===== src/rtl/vc_test_delay_arb_pkg.sv =====
// vc_test_delay_arb_pkg: shared state encoding and widths for the vc test arbitration blocks
package vc_test_delay_arb_pkg;
  typedef enum logic {IDLE = 1'b0, WAIT = 1'b1} state_e;
  localparam int DELAY_W = 32;
endpackage


===== src/rtl/vc_rr_arb_pick.sv =====
// vc_rr_arb_pick: combinational round-robin pick of the first request at or after ptr
module vc_rr_arb_pick #(
  parameter int p_nreqs = 2
) (
  input  logic [p_nreqs-1:0]         i_req,
  input  logic [$clog2(p_nreqs)-1:0] i_ptr,
  output logic [$clog2(p_nreqs)-1:0] o_grant,
  output logic                       o_any
);
  localparam int SW = $clog2(p_nreqs);
  always_comb begin
    o_grant = '0;
    o_any = |i_req;
    // Walk offsets from farthest to nearest so the nearest valid requester wins.
    for (int i = p_nreqs - 1; i >= 0; i--)
      if (i_req[(int'(i_ptr) + i) % p_nreqs]) o_grant = SW'((int'(i_ptr) + i) % p_nreqs);
  end
endmodule


===== src/rtl/vc_test_delay_arb.sv =====
// vc_test_delay_arb: round-robin arbiter sharing one output channel, with a per-grant delay
module vc_test_delay_arb
  import vc_test_delay_arb_pkg::*;
#(
  parameter int p_msg_nbits = 1,
  parameter int p_nreqs     = 2
) (
  input  logic                           clk,
  input  logic                           reset,
  input  logic [DELAY_W-1:0]             delay_amt,
  input  logic [p_nreqs-1:0]             in_val,
  output logic [p_nreqs-1:0]             in_rdy,
  input  logic [p_nreqs*p_msg_nbits-1:0] in_msg,
  output logic                           out_val,
  input  logic                           out_rdy,
  output logic [p_msg_nbits-1:0]         out_msg,
  output logic [$clog2(p_nreqs)-1:0]     out_src
);
  state_e                     r_state;
  logic [DELAY_W-1:0]         r_cnt;
  logic [$clog2(p_nreqs)-1:0] r_grant, r_ptr, w_pick;
  logic                       r_bub, w_any, w_arb, w_zero, w_done, w_xfer;
  vc_rr_arb_pick #(.p_nreqs(p_nreqs)) u_pick (
    .i_req  (in_val),
    .i_ptr  (r_ptr),
    .o_grant(w_pick),
    .o_any  (w_any)
  );
  // r_bub blocks arbitration for the cycle right after any transfer.
  always_comb begin
    w_arb = r_state == IDLE && !r_bub && w_any;
    w_zero = w_arb && delay_amt == '0 && out_rdy;
    w_done = r_state == WAIT && r_cnt == '0;
    out_src = r_state == IDLE ? w_pick : r_grant;
    out_val = reset && (w_zero || (w_done && in_val[r_grant]));
    in_rdy = '0;
    in_rdy[out_src] = reset && (w_zero || (w_done && out_rdy));
    out_msg = out_val ? in_msg[out_src*p_msg_nbits +: p_msg_nbits] : 'x;
    w_xfer = out_val && out_rdy;
  end
  always_ff @(posedge clk or negedge reset) begin
    if (!reset) begin
      r_state <= IDLE;
      r_cnt <= '0;
      r_grant <= '0;
      r_ptr <= '0;
      r_bub <= 1'b0;
    end else begin
      r_bub <= w_xfer;
      if (w_xfer) r_ptr <= (int'(out_src) == p_nreqs - 1) ? '0 : out_src + 1'b1;
      if (r_state == IDLE) begin
        if (w_arb && !w_zero) begin
          r_state <= WAIT;
          r_grant <= w_pick;
          r_cnt <= delay_amt != '0 ? delay_amt - 1'b1 : '0;
        end
      end else if (r_cnt != '0) r_cnt <= r_cnt - 1'b1;
      else if (w_xfer) r_state <= IDLE;
    end
  end
  always_ff @(posedge clk)
    if (reset) assert (!$isunknown({delay_amt, in_val, out_rdy, in_rdy, out_val}));
endmodule


===== config.mk =====
export PLATFORM = sky130hd
export DESIGN_NAME = vc_test_delay_arb
export DESIGN_NICKNAME = d
export VERILOG_FILES = /design/src/rtl/vc_test_delay_arb_pkg.sv /design/src/rtl/vc_rr_arb_pick.sv /design/src/rtl/vc_test_delay_arb.sv
export SDC_FILE = /design/constraint.sdc
export NUM_CORES = 1
export LEC_CHECK = 0
export ABC_AREA = 1
export CAP_MARGIN = 5
export CORE_ASPECT_RATIO = 1.25
export CORE_MARGIN = 5
export CORE_UTILIZATION = 59
export CTS_BUF_LIST = sky130_fd_sc_hd__clkbuf_8
export DETAILED_ROUTE_END_ITERATION = 10
export MAX_ROUTING_LAYER = met4
export PLACE_DENSITY_LB_ADDON = 0.2
export SLEW_MARGIN = 40
export SYNTH_ARGS = -nofsm -noshare
export SYNTH_HDL_FRONTEND = slang
export SYNTH_SLANG_ARGS = --single-unit

===== constraint.sdc =====
create_clock -name clk -period 2.27 [get_ports clk]
set_clock_uncertainty 0.2 [all_clocks]
set_input_delay 0.227 -clock clk [delete_from_list [all_inputs] [get_ports clk]]
set_output_delay 0.227 -clock clk [all_outputs]
set_load 0.01 [all_outputs]

==> summary.json <==
{
  "post_synth_main_area_contributors": "dfrtp_1 (23%), nand2_1 (19%), nor2_1 (11%)",
  "finalHoldViolations": 0,
  "setup_slack_ps": 28.5,
  "post_synth_edffs": 0,
  "synth-seq-area-share_pct": 22.9,
  "htreeDepth": 2,
  "crit_family": "simple AND/OR/NAND/NOR gates",
  "timing.critical_path.cells": "nor2_1 -> nand2_2 -> nor2_2 -> nand2_2 -> nor2_4 -> nand3_1 -> nand2_2 -> inv_1 -> nor2_1 -> buf_2",
  "path_max_fanout": 2,
  "timing.critical_path.arrival_ps": 1810,
  "critical_path.startpoint": "r_cnt[6]$_DFFE_PN0P_",
  "detail_routed_net_length_per_standard_cell_um": 15.7,
  "mappedNetlistArea_sq_um": 3930,
  "numCtsBuffers": 5,
  "clk_root_buffer_cell": "clkbuf_8",
  "worst_path_depth": 10,
  "total_wire_length_mm": 14.4,
  "synth_flop_type": "dfrtp_1",
  "path_common_cell": "nand2_2",
  "clk_transition_reported_paths_ps": 80,
  "synth_most_common_cell": "nand2_1",
  "route.antenna.remaining_nets": 0,
  "coreArea_sq_um": 6520,
  "regToRegSetupSlack_ps": 90,
  "final_cells": 919,
  "worst_hold_path_type": "in -> async",
  "critical_path.reg2reg.startpoint": "r_cnt[0]$_DFFE_PN0P_",
  "timing.fmax_mhz": 446,
  "layout.nets": 873,
  "synth_fp_nets": 710,
  "maxCapViolCount": 0,
  "globalRouteMet2Util_pct": 62.1,
  "crit_slowest_cell": "dfrtp_1",
  "grt_util_all_layers_pct": 34.1,
  "met3_usage_pct": 4.80,
  "path_buf_inv": 2,
  "initialDrtViolationCount": 605,
  "synthesis.area_per_instance_sq_um": 5.89,
  "netlist_instances": 668,
  "wire_length_of_the_first_global_routing_pass_mm": 22.4,
  "io_pins": 44,
  "timing.slew.headroom_pct": 76.0,
  "top_usage_layer": "met2",
  "layout-area-overhead-vs-synth_pct": 40.7,
  "final_layout_size_suffix_gt1_share_pct": 28.1,
  "power.ir.vdd_worst_uv": 431,
  "yosys_warnings": 0,
  "dieArea_sq_um": 8410,
  "leakage_nw": 2.71,
  "clock_tree.buffer_depth": 2,
  "period_minus_slack_ps": 2240,
  "start_util_pct": 60.3,
  "required_ps": 1840,
  "yosys_register_bits": 36,
  "timing.rr.end": "r_cnt[26]$_DFFE_PN0P_",
  "clkSinkCount": 36,
  "netlist_top_cells_count": "nand2_1 (203), nor2_1 (118), inv_1 (69)",
  "clk-insertion-delay-late_ps": 300,
  "setup.worst_path.end": "out_val",
  "gp_routability_congestion": 1.05,
  "worstSetupEndpointType": "primary output",
  "dpl.cell_count": 903,
  "grt_setup_unrepaired": "yes",
  "io_buffers": 43,
  "reg2regPathDepth": 12,
  "finalSetupViolCount": 0,
  "timing.setup.critical_path_class": "reg -> out",
  "asyncSetResetFlopFracSynth_pct": 100,
  "yosysUniqueCellTypes": 31,
  "final.hold.worst_slack_ps": 263,
  "final_cell_area_excluding_filler_cells_sq_um": 5530,
  "critical_path.startpoint_type": "register",
  "power_per_cell_area_nw_per_um2": 800,
  "grt_start_max_net_pins": 28,
  "via_count": 5142,
  "cp_slowest_stage_delay_ps": 400,
  "grt_antenna_before_repair": 0,
  "tritoncts": "done",
  "detailedPlacementHpwl_mm": 11.1,
  "timing.final.max_slew_violations": 0,
  "drcViolationCount": 0,
  "drt_pass1_iterations": 5,
  "gr-usage-met1_pct": 34.9,
  "period_share_pct": 98.7,
  "n_antenna_cell": 0,
  "die-height_um": 101,
  "outcome": "finished clean",
  "synthDominantAreaCellType": "dfrtp_1",
  "detailed_place.area_sq_um": 5290,
  "avgViaCountPerCell": 5.60,
  "std_cell_rows": 33,
  "filler_cell_count": 421,
  "synth.top_cell.area_share_pct": 22.9,
  "total_power_mw": 4.43,
  "vias_in_the_first_global_route": 4942,
  "tightestPinTransition_ps": 360,
  "grt.overflow.total": 0,
  "place_ws_ps": -393,
  "floorplan.die.width_um": 83.0
}
==> state kept, by name (all words and copies together), names as in the netlist <==
name	flops
r_state	1
r_ptr	1
r_cnt	32
r_grant	1
r_bub	1
==> worst min path at each step <==
stage | from | to | slack [ps]
after floorplan | reset | r_bub$_DFF_PN0_ | -270
after global placement | reset | r_cnt[24]$_DFFE_PN0P_ | 60
after detailed placement | reset | r_cnt[24]$_DFFE_PN0P_ | 70
after CTS | r_ptr$_DFFE_PN0P_ | r_ptr$_DFFE_PN0P_ | 280
after global routing | reset | r_cnt[24]$_DFFE_PN0P_ | 310
final | reset | r_cnt[24]$_DFFE_PN0P_ | 260
==> worst reg2reg max path: stages (launching register included) <==
cell and delay (ps):
dfrtp_1 400, inv_2 80, buf_4 120, ha_1 230
nand2_2 140, nor2_4 160, nand2_2 130, nor2_2 200
nand3_1 100, nand3_1 90, o21ai_0 90, nand2_1 70
nand2_1 60
==> kinds of logic after synthesis <==
group | Yosys count | share of synthesized area (%)
flops | 36 | 22.9
simple gates | 452 | 51.3
buf+inv | 90 | 10.1
compound gates | 68 | 10.5
xor+xnor | 19 | 4.23
fa+ha+maj | 3 | 0.955
==> cell usage in the layout, fill, tap and decap left out, drive strengths merged <==
| cell | netlist | routed |
|---|---|---|
| clkinv | 0 | 2 |
| nor2 | 141 | 141 |
| dlygate4sd3 | 0 | 1 |
| buf | 12 | 130 |
| nand2 | 223 | 223 |
| xnor2 | 4 | 4 |
| nand4 | 12 | 12 |
| o22ai | 2 | 2 |
| clkbuf | 2 | 6 |
| dfrtp | 36 | 36 |
| o21ai | 53 | 53 |
| clkdlybuf4s50 | 0 | 37 |
| xor2 | 15 | 15 |
| dlygate4sd2 | 0 | 1 |
| dlymetal6s2s | 0 | 1 |
| ha | 3 | 3 |
| nand3b | 1 | 1 |
| o21bai | 6 | 6 |
| a21oi | 7 | 7 |
| nor3 | 2 | 2 |
| inv | 76 | 76 |
| and2 | 4 | 4 |
| nand3 | 69 | 69 |
==> cell type report <==
cell class | instances | area (sq um) | area share [%]
Clock buffer | 6 | 82.6 | 1.49
Multi-Input combinational cell | 542 | 2740 | 49.5
Tap cell | 87 | 109 | 1.97
Sequential cell | 36 | 901 | 16.3
Inverter | 76 | 285 | 5.16
Clock inverter | 2 | 10.0 | 0.181
Timing Repair Buffer | 170 | 1410 | 25.4
==> routing by layer <==
metal	share of wire [%]	wire length, um
met4	6.5	939
met1	35	5050
met5	0	0
met3	8.6	1230
met2	50	7180
==> repair_timing <==
action | 4_1_cts | 5_1_grt
endpoints found under the hold margin | 36 | 0
hold buffers | 1 | 0
pin swaps | 4 | 8
setup buffers | 0 | 7
resized for setup | 23 | 28
setup endpoints to repair | 5 | 6
==> metrics by stage <==
stage	utilization, %	setup TNS [ps]
floorplan	-	0
finish	84.8	0
CTS	82.6	0
global route	84.8	-343
detailed placement	81.0	-3490
global placement	81.0	-1190
==> report_power, final <==
group | leakage (nW) | switching, mW | internal [mW]
sequential | 0.451 | 0.202 | 0.882
combinational | 2.21 | 1.60 | 1.24
clock | 0.0510 | 0.259 | 0.243
total | 2.71 | 2.06 | 2.36
Power figures use the tool's default switching activity.
